## src/rtl/bennett_pkg.sv

```systemverilog
// Shared types and constants for the Bennett adiabatic clock bus monitor.
package bennett_pkg;

  typedef enum logic [2:0] {
    SYNC = 3'd0,
    UP   = 3'd1,
    TOP  = 3'd2,
    DOWN = 3'd3,
    ERR  = 3'd4
  } bmon_state_t;

  localparam logic [2:0] ERR_NONE  = 3'd0;
  localparam logic [2:0] ERR_THERM = 3'd1;
  localparam logic [2:0] ERR_COMPL = 3'd2;
  localparam logic [2:0] ERR_REV   = 3'd3;
  localparam logic [2:0] ERR_JUMP  = 3'd4;
  localparam logic [2:0] ERR_STALL = 3'd5;

  // Bits needed to hold a level in 0..width inclusive.
  function automatic int bmon_lvl_w(input int width);
    return $clog2(width + 1);
  endfunction

endpackage

```

## src/rtl/bennett_therm_decode.sv

```systemverilog
// Combinational decode of one bus word: level k (popcount of clkp), whether
// clkp is a thermometer code, and whether clkn is its exact complement.
module bennett_therm_decode #(
  parameter int WIDTH = 13,
  parameter int LVL_W = 4
) (
  input  logic [WIDTH-1:0] clkp,
  input  logic [WIDTH-1:0] clkn,
  output logic [LVL_W-1:0] k,
  output logic             is_therm,
  output logic             is_compl
);

  logic [WIDTH-1:0] clkp_inc;

  // A thermometer word (2^k)-1 has no set bit left over after x & (x+1).
  always_comb begin
    k = '0;
    for (int i = 0; i < WIDTH; i++) begin
      k = k + LVL_W'(clkp[i]);
    end
    clkp_inc = clkp + WIDTH'(1);
    is_therm = ((clkp & clkp_inc) == '0);
    is_compl = (clkn == ~clkp);
  end

endmodule

```

## src/rtl/bennett_clock_monitor.sv

```systemverilog
// Receiving-end sequence checker for the Bennett multi-phase clock bus.
// Locks on level 0, follows the 0..WIDTH..0 ramp, emits full-charge and
// cycle-complete strobes, and latches the first illegal-pattern cause.
module bennett_clock_monitor
  import bennett_pkg::*;
#(
  parameter int  WIDTH    = 13,
  parameter int  MAX_HOLD = 4,
  parameter int  CNT_W    = 16,
  localparam int LVL_W    = bmon_lvl_w(WIDTH)
) (
  input  logic             clk,
  input  logic             reset,
  input  logic [WIDTH-1:0] clkp,
  input  logic [WIDTH-1:0] clkn,
  input  logic             err_clr,
  output logic             locked,
  output logic [LVL_W-1:0] level,
  output logic             ramp_up,
  output logic             full_strobe,
  output logic             cycle_done,
  output logic [CNT_W-1:0] cycle_count,
  output logic             err,
  output logic [2:0]       err_code
);

  localparam int HOLD_W = (MAX_HOLD < 1) ? 1 : $clog2(MAX_HOLD + 1);

  bmon_state_t      state_q, state_d;
  logic             locked_q, locked_d;
  logic [LVL_W-1:0] level_q, level_d;
  logic             ramp_up_q, ramp_up_d;
  logic             full_strobe_q, full_strobe_d;
  logic             cycle_done_q, cycle_done_d;
  logic [CNT_W-1:0] cycle_count_q, cycle_count_d;
  logic             err_q, err_d;
  logic [2:0]       err_code_q, err_code_d;
  logic [HOLD_W-1:0] hold_q, hold_d;

  logic [LVL_W-1:0] dec_k;
  logic             dec_therm;
  logic             dec_compl;

  bennett_therm_decode #(
    .WIDTH (WIDTH),
    .LVL_W (LVL_W)
  ) u_decode (
    .clkp     (clkp),
    .clkn     (clkn),
    .k        (dec_k),
    .is_therm (dec_therm),
    .is_compl (dec_compl)
  );

  // Levels extended by one bit so prev+1 / k+1 never overflow.
  logic [LVL_W:0] k_x;
  logic [LVL_W:0] prev_x;
  logic           word_ok;
  logic           same_lvl;
  logic           step_dn;
  logic           k_zero;
  logic           k_full;
  logic           step_up;
  logic [2:0]     fault;

  // Classify the sampled word against the previous level and pick the
  // highest-priority (lowest-numbered) fault for the tracking states.
  always_comb begin
    k_x      = {1'b0, dec_k};
    prev_x   = {1'b0, level_q};
    word_ok  = dec_therm && dec_compl;
    same_lvl = word_ok && (k_x == prev_x);
    step_up  = word_ok && (k_x == prev_x + (LVL_W+1)'(1));
    step_dn  = word_ok && (k_x + (LVL_W+1)'(1) == prev_x);
    k_zero   = (dec_k == '0);
    k_full   = (k_x == (LVL_W+1)'(WIDTH));

    fault = ERR_NONE;
    if (!dec_therm) begin
      fault = ERR_THERM;
    end else if (!dec_compl) begin
      fault = ERR_COMPL;
    end else begin
      case (state_q)
        UP: begin
          if (k_x < prev_x)                            fault = ERR_REV;
          else if (k_x > prev_x + (LVL_W+1)'(1))       fault = ERR_JUMP;
        end
        TOP: begin
          if (k_x + (LVL_W+1)'(1) < prev_x)            fault = ERR_JUMP;
        end
        DOWN: begin
          if (k_x > prev_x)                            fault = ERR_REV;
          else if (k_x + (LVL_W+1)'(1) < prev_x)       fault = ERR_JUMP;
        end
        default: fault = ERR_NONE;
      endcase
      // Level 0 is the idle level and may be held indefinitely.
      if (fault == ERR_NONE && same_lvl && !k_zero &&
          hold_q == HOLD_W'(MAX_HOLD - 1)) begin
        fault = ERR_STALL;
      end
    end
  end

  // Next-state and registered-output computation for the sequence tracker.
  always_comb begin
    state_d       = state_q;
    locked_d      = locked_q;
    level_d       = level_q;
    ramp_up_d     = ramp_up_q;
    full_strobe_d = 1'b0;
    cycle_done_d  = 1'b0;
    cycle_count_d = cycle_count_q;
    err_d         = err_q;
    err_code_d    = err_code_q;
    hold_d        = hold_q;

    if (word_ok) begin
      level_d = dec_k;
    end

    if (err_clr) begin
      // Clearing wins over any fault detected on the same edge.
      state_d    = SYNC;
      locked_d   = 1'b0;
      err_d      = 1'b0;
      err_code_d = ERR_NONE;
      hold_d     = '0;
    end else begin
      case (state_q)
        SYNC: begin
          hold_d = '0;
          if (word_ok && k_zero) begin
            state_d   = UP;
            locked_d  = 1'b1;
            ramp_up_d = 1'b1;
          end
        end
        UP, TOP, DOWN: begin
          if (fault != ERR_NONE) begin
            state_d    = ERR;
            locked_d   = 1'b0;
            err_d      = 1'b1;
            err_code_d = fault;
            hold_d     = '0;
          end else begin
            hold_d = (same_lvl && !k_zero) ? hold_q + HOLD_W'(1) : '0;
            if (state_q == UP && step_up && k_full) begin
              state_d       = TOP;
              full_strobe_d = 1'b1;
            end else if ((state_q == TOP || state_q == DOWN) && step_dn && k_zero) begin
              // Covers WIDTH==1, where leaving the top lands straight on 0.
              state_d       = UP;
              ramp_up_d     = 1'b1;
              cycle_done_d  = 1'b1;
              cycle_count_d = cycle_count_q + CNT_W'(1);
            end else if (state_q == TOP && step_dn) begin
              state_d   = DOWN;
              ramp_up_d = 1'b0;
            end
          end
        end
        ERR: begin
          state_d = ERR;
        end
        default: begin
          state_d  = SYNC;
          locked_d = 1'b0;
        end
      endcase
    end
  end

  // State and output registers with synchronous active-low reset.
  always_ff @(posedge clk) begin
    if (!reset) begin
      state_q       <= SYNC;
      locked_q      <= 1'b0;
      level_q       <= '0;
      ramp_up_q     <= 1'b1;
      full_strobe_q <= 1'b0;
      cycle_done_q  <= 1'b0;
      cycle_count_q <= '0;
      err_q         <= 1'b0;
      err_code_q    <= ERR_NONE;
      hold_q        <= '0;
    end else begin
      state_q       <= state_d;
      locked_q      <= locked_d;
      level_q       <= level_d;
      ramp_up_q     <= ramp_up_d;
      full_strobe_q <= full_strobe_d;
      cycle_done_q  <= cycle_done_d;
      cycle_count_q <= cycle_count_d;
      err_q         <= err_d;
      err_code_q    <= err_code_d;
      hold_q        <= hold_d;
    end
  end

  assign locked      = locked_q;
  assign level       = level_q;
  assign ramp_up     = ramp_up_q;
  assign full_strobe = full_strobe_q;
  assign cycle_done  = cycle_done_q;
  assign cycle_count = cycle_count_q;
  assign err         = err_q;
  assign err_code    = err_code_q;

endmodule

```

## config.mk

```make
export PLATFORM = sky130hd
export DESIGN_NAME = bennett_clock_monitor
export DESIGN_NICKNAME = d
export VERILOG_FILES = /design/src/rtl/bennett_pkg.sv /design/src/rtl/bennett_therm_decode.sv /design/src/rtl/bennett_clock_monitor.sv
export SDC_FILE = /design/constraint.sdc
export NUM_CORES = 1
export LEC_CHECK = 0
export ABC_AREA = 1
export BUFFER_PORTS_ARGS = -buffer_cell sky130_fd_sc_hd__clkbuf_2
export CORE_MARGIN = 4
export CORE_UTILIZATION = 40
export CTS_CLUSTER_DIAMETER = 80
export DETAILED_ROUTE_END_ITERATION = 16
export SLEW_MARGIN = 5
export SYNTH_ARGS = -nofsm -noshare
export SYNTH_HDL_FRONTEND = slang
export SYNTH_HIERARCHICAL = 1
export SYNTH_SLANG_ARGS = --single-unit
```

## constraint.sdc

```tcl
create_clock -name clk -period 6.5 [get_ports clk]
set_clock_uncertainty 0.15 [all_clocks]
set_input_delay 1.3 -clock clk [delete_from_list [all_inputs] [get_ports clk]]
set_output_delay 1.3 -clock clk [all_outputs]
set_load 0.02 [all_outputs]
```

# Yosys cells after proc, flatten, opt, wreduce, memory -nomap -nowiden
# Cells that the tools add are included.
[word_totals]
ff_bits = 34
word_cells = 115
[classes]
addsub = 17
n_lt_le_gt_ge = 4
eq_ne = 16
mux = 29
bitwise = 8
reduce_logical = 31
[ops]
columns = ["operator", "count"]
rows = [
  ["$mux 3", 16],
  ["$add 4x1->4", 11],
  ["$pmux 3 s3", 2],
  ["$add 16x1->16 const B", 1],
  ["$logic_and 1x1->1", 14],
  ["$add 13x1->13 const B", 1],
  ["$and 13x13->13", 1],
  ["$eq 13x13->1", 1],
  ["$logic_not 13->1", 1],
  ["$not 13->13", 1],
  ["$add 4x1->5 const B", 2],
  ["$eq 3x2->1 const B", 3],
  ["$mux 1", 8],
  ["$ne 2x2->1 const B", 4],
  ["$logic_not 3->1", 2],
  ["$not 1->1", 6],
  ["$pmux 3 s2", 1],
  ["$reduce_and 6->1", 1],
  ["$eq 4x5->1", 1],
  ["$eq 5x4->1", 1],
  ["$gt 4x5->1", 1],
  ["$lt 5x4->1", 1],
  ["$ne 5x5->1 const B", 1],
  ["$reduce_and 5->1", 1],
  ["other kinds (22)", 23],
]

# Longest topological paths before layout
[logic_depth]
word_depth = 29
mapped_depth = 28
ltp_nobuf = 27

# Modules after synthesis
# Netlist, hierarchy kept.
[by_module_without_submodules]
columns = ["module", "instances", "cells_each", "area_each_um2", "seq_area_each_um2"]
rows = [
  ["bennett_clock_monitor", 1, 348, 2334.7, 680.7],
  ["bennett_therm_decode", 1, 117, 648.1, 0.0],
]

# Worst setup path after synthesis
# No wires, ideal clock.
[synth_timing]
path_type = "input port to flip-flop"
from = "input port clkp[0]"
to = "register cycle_count_q[7], in the netlist cycle_count[7]"
setup_time_ns = 0.116
arrival_time_ns = 5.991
t_required_ns = 6.234
slack_ns = 0.244
cell_stages = 24
cell_sequence = "inv_1 > fa_1 > fa_1 > fa_1 > fa_1 > inv_1 > fa_1 > inv_1 > fa_1 > inv_1 > inv_1 > ha_1 > ha_1 > nand4_1 > inv_1 > nor2_1 > nand2_1 > nand3_2 > nand4_1 > nor2_2 > buf_2 > nand3_1 > o21ai_0 > nor2_1"
[synth_between]
elab_chain_cells = 29
[synth_rtl]
columns = ["item", "line", "rtl"]
rows = [
  ["from (decl)", "bennett_clock_monitor.sv:14", "input logic [WIDTH-1:0] clkp,"],
  ["$add 1x1->2 (*)", "bennett_therm_decode.sv:20", "k = k + LVL_W'(clkp[i]);"],
  ["$add 4x1->4 (*) (11 in series)", "bennett_therm_decode.sv:20", ""],
  ["net dec_k[1]", "bennett_clock_monitor.sv:40", "logic [LVL_W-1:0] dec_k;"],
  ["$add 4x1->5", "bennett_clock_monitor.sv:74, bennett_clock_monitor.sv:90, bennett_clock_monitor.sv:94", ""],
  ["$lt 5x4->1", "bennett_clock_monitor.sv:90, bennett_clock_monitor.sv:94", ""],
  ["$mux 3", "bennett_clock_monitor.sv:90, bennett_clock_monitor.sv:94", ""],
  ["$mux 3", "bennett_clock_monitor.sv:93", "if (k_x > prev_x) fault = ERR_REV;"],
  ["$pmux 3 s3", "bennett_clock_monitor.sv:84", "case (state_q)"],
  ["[2 not listed]", "-", ""],
  ["$logic_not 3->1", "bennett_clock_monitor.sv:99", "if (fault == ERR_NONE && same_lvl && !k_zero &&"],
  ["$logic_and 1x1->1 (3 in series)", "bennett_clock_monitor.sv:99", ""],
  ["$mux 3", "bennett_clock_monitor.sv:99", ""],
  ["$mux 3", "bennett_clock_monitor.sv:81", "end else if (!dec_compl) begin"],
  ["$mux 3", "bennett_clock_monitor.sv:79", "if (!dec_therm) begin"],
  ["$reduce_bool 3->1", "bennett_clock_monitor.sv:141", "if (fault != ERR_NONE) begin"],
  ["$not 1->1 (no source line)", "-", ""],
  ["$reduce_and 5->1 (no source line) (*)", "-", ""],
  ["to (signal assigned)", "bennett_clock_monitor.sv:195", "cycle_count_q <= cycle_count_d;"],
  ["to (decl)", "bennett_clock_monitor.sv:35", "logic [CNT_W-1:0] cycle_count_q, cycle_count_d;"],
]
# Mark *: on every way through the listed nets, which the timed path passes. The rest lies on a longest branch. The select of a mux whose other input is x is not followed.
# A chain may end at the register's enable or synchronous reset.

# Final worst setup path
[layout_timing]
from = "input port clkp[5]"
to = "register state_q[1]"
[layout_between]
elab_chain_cells = 25
[layout_rtl]
columns = ["item", "line", "rtl"]
rows = [
  ["$add 4x1->4 (*) (8 in series)", "bennett_therm_decode.sv:20", ""],
  ["net dec_k[1]", "bennett_clock_monitor.sv:40", ""],
  ["$add 4x1->5", "bennett_clock_monitor.sv:74, bennett_clock_monitor.sv:90, bennett_clock_monitor.sv:94", ""],
  ["$lt 5x4->1", "bennett_clock_monitor.sv:90, bennett_clock_monitor.sv:94", ""],
  ["$mux 3", "bennett_clock_monitor.sv:90, bennett_clock_monitor.sv:94", ""],
  ["$mux 3", "bennett_clock_monitor.sv:93", ""],
  ["$pmux 3 s3", "bennett_clock_monitor.sv:84", ""],
  ["$mux 3", "bennett_clock_monitor.sv:81", ""],
  ["$mux 3", "bennett_clock_monitor.sv:79", ""],
  ["$logic_not 3->1", "bennett_clock_monitor.sv:99", ""],
  ["$logic_and 1x1->1 (3 in series)", "bennett_clock_monitor.sv:99", ""],
  ["$mux 3", "bennett_clock_monitor.sv:99", ""],
  ["$mux 3", "bennett_clock_monitor.sv:81", ""],
  ["$mux 3", "bennett_clock_monitor.sv:79", ""],
  ["$reduce_bool 3->1", "bennett_clock_monitor.sv:141", ""],
  ["$ne 5x5->1 (no source line) or $mux 3 (tied branches)", "-", ""],
  ["$reduce_and 2->1 (no source line) or $pmux 3 s3 (tied branches)", "-", ""],
  ["to (signal assigned)", "bennett_clock_monitor.sv:189", "state_q <= state_d;"],
  ["to (decl)", "bennett_clock_monitor.sv:29", "bmon_state_t state_q, state_d;"],
]
# Marks and branches as above.

==> flow_summary.json <==
{
  "outcome": "completed",
  "setup_viol": 0,
  "p_leak_nw": 1.88,
  "rsz0062_at_grt": "true",
  "cp_slowest_cell": "fa_2",
  "path_clk_slew_ps": 70,
  "grt_pass1_wl_mm": 12.7,
  "min_from": "ramp_up$_SDFFE_PN1P_",
  "synthTopCellsByArea": "dfxtp_1 23%, nand2_1 14%, inv_1 11%",
  "rows": 31,
  "hold_depth": 2,
  "cts_buffers": 5,
  "cp_num_buf_inv": 9,
  "dpl_worst_slack_ps": -124,
  "initial_utilization_pct": 41.1,
  "grt_pass1_vias": 2841,
  "drv_cap": 0,
  "cpPeakStageDelay_ps": 560,
  "critical_path_class": "primary input to flip-flop",
  "core_mm2": 0.00725,
  "max_slew_margin_pct": 49.4,
  "synth_nets": 526,
  "drt-initial-drc-count": 220,
  "syn_area_per_cell_um2": 6.41,
  "slew_viol_final": 0,
  "place_inst": 633,
  "syn_area_mm2": 0.00298,
  "r2r.worst_path.cells": 16,
  "yosysSeqAreaShare_pct": 22.8,
  "worstMarginPinSlew_ps": 756,
  "root_buffer": "clkbuf_8",
  "drc_errors": 0,
  "ys_types": 33,
  "power_mw": 1.07,
  "die_h_um": 94.4,
  "grt_overflow": 0,
  "start_kind": "primary input",
  "wl_per_cell_um": 12.2,
  "place_area_mm2": 0.00350,
  "fmax_mhz": 155,
  "cp_max_fo": 5,
  "die_w_um": 94.4,
  "cts_tree": "yes",
  "design_area_mm2": 0.00384,
  "dp_hpwl_mm": 6.10,
  "synth_cells": 465,
  "wl_mm": 7.87,
  "worstPathRequired_ps": 6580,
  "synth_area_leader_cell": "dfxtp_1",
  "portBuffers": 56,
  "setup_ws_ps": 47.2,
  "synth-edff-count": 0,
  "final_util_pct": 53.0,
  "cts.sinks": 34,
  "final_period_minus_worst_setup_slack_ps": 6450,
  "area.growth.synth_to_final_pct": 28.8,
  "nets": 608,
  "r2r_setup_slack_ps": 3660,
  "io_pins": 57,
  "critPathMostFrequentCell": "nand2_1",
  "hold_class": "flip-flop to flip-flop",
  "ys_async_sr_fraction_pct": 0,
  "finalCritPeriodShare_pct": 99.3,
  "synth.top_cell.area_share_pct": 22.8,
  "hold_viol": 0,
  "first_pass_iters": 4,
  "r2r_start": "level[0]$_SDFFE_PN0P_",
  "p_per_area_mw_per_mm2": 278,
  "ys.flop_type": "dfxtp_1",
  "ir_drop_mv": 0.166,
  "grt_max_degree": 21,
  "cp_top_family": "adder cells",
  "final_cell_count_no_fill": 647,
  "htree_levels": 2,
  "hold-path-endpoint": "ramp_up$_SDFFE_PN1P_",
  "synth-seq-cells": 34,
  "r2r_end": "state_q[1]$_SDFFE_PP0P_",
  "vias_per_cell": 4.79,
  "cp.arrival_ps": 6530,
  "track_usage_pct": 17.5,
  "clockBufferDepth": 2,
  "clk_latency_ps": 290,
  "endpoint_kind": "flip-flop",
  "dr_total_vias": 3100,
  "cts_hold_buf": 0,
  "drive_gt1_share_pct": 23.0,
  "dieArea_mm2": 0.00890,
  "insertedDiodeCount": 0,
  "yosysWarnings": 6,
  "antenna_found_initial": 0,
  "gp_congestion": 0.870,
  "ant_nets": 0
}
-- layout by cell type (no fill, tap or decap), types with 11 or more instances in the layout --
| cell type | n |
|---|---|
| a21oi_1 | 22 |
| buf_4 | 20 |
| nand3_1 | 38 |
| nor2_1 | 53 |
| ha_1 | 23 |
| nand2_1 | 109 |
| dfxtp_1 | 34 |
| nand4_1 | 11 |
| clkbuf_2 | 55 |
| inv_1 | 86 |
-- metal layers --
metal | vias up | GRT usage, % | share of wire, %
met3 | 4 | 2.95 | 4.6
li1 | 1632 | - | -
met1 | 1385 | 24.9 | 49
met5 | - | 0 | 0
met4 | 0 | 3.61 | 0.74
met2 | 79 | 28.1 | 46
-- power breakdown --
part	switching (mW)	internal, mW
sequential	0.00146	0.210
combinational	0.362	0.258
clock	0.0819	0.154
total	0.445	0.622
-- per-stage QoR --
step / hold slack [ps] / TNS, ps
floorplan: 310 / 0
detailed placement: 298 / -1700
global route: 355 / -2830
finish: 311 / 0
CTS: 317 / 0
global placement: 298 / -14.1
-- worst max-delay path by stage --
stage / from / end / slack (ps) / cells past startpoint
after floorplan: clkp[0] / cycle_count[7]$_SDFFE_PN0P_ / 240 / 24
after global placement: clkp[0] / locked$_SDFFE_PP0P_ / -10 / 28
after detailed placement: clkp[0] / locked$_SDFFE_PP0P_ / -120 / 28
after CTS: clkp[0] / locked$_SDFFE_PP0P_ / 180 / 28
after global routing: clkp[5] / state_q[1]$_SDFFE_PP0P_ / -180 / 28
final: clkp[5] / state_q[1]$_SDFFE_PP0P_ / 50 / 28
-- cells in the mapped netlist (3+ instances only) --
master and n:
a21oi_1 24, nand3_1 40, fa_1 8, nand4_1 11, nor3_1 5, nor2_2 3, ha_1 24, nor4_1 3
xnor2_1 6, inv_1 89, nand2_1 114, nand3_2 3, dfxtp_1 34, o21ai_1 5, o21ai_0 14, nor2_1 53
xor2_1 8
-- state kept, by name, summed over array words and instances, names as in the netlist --
| register | count |
|---|---|
| cycle_done | 1 |
| level | 4 |
| err_code | 3 |
| full_strobe | 1 |
| locked | 1 |
| err | 1 |
| state_q | 3 |
| cycle_count | 16 |
| ramp_up | 1 |
| hold_q | 3 |
-- kinds of logic after synthesis --
group                      synth area share (%)
AOI/OAI and AO/OA                          8.43
and+or+nand+nor                            36.6
xor gates and xnor gates                   4.11
buffers and inverters                      12.6
adders and majority gates                  15.4
DFF                                        22.8
-- layout make-up --
cell class	count	area, um^2
fillers	729	3410
well taps	99	124
clock inverters	3	68.8
repair buffers	79	510
multi-input cells	335	2040
inverters	92	347
clock buffers	5	68.8
flip-flops and latches	34	681
-- worst register-to-register path: cells and delay by family, from the launching register on --
family	cells	cell delay (ps)
adders and majority gates	1	400
buffers and inverters	5	510
DFF	1	450
and+or+nand+nor	9	1130
AOI/OAI and AO/OA	1	160
-- timing repair --
item / in CTS / in global routing
resized for setup: 0 / 38
buffers inserted: 0 / 4
setup endpoints to repair: 0 / 22
Power figures use the tool's default switching activity.
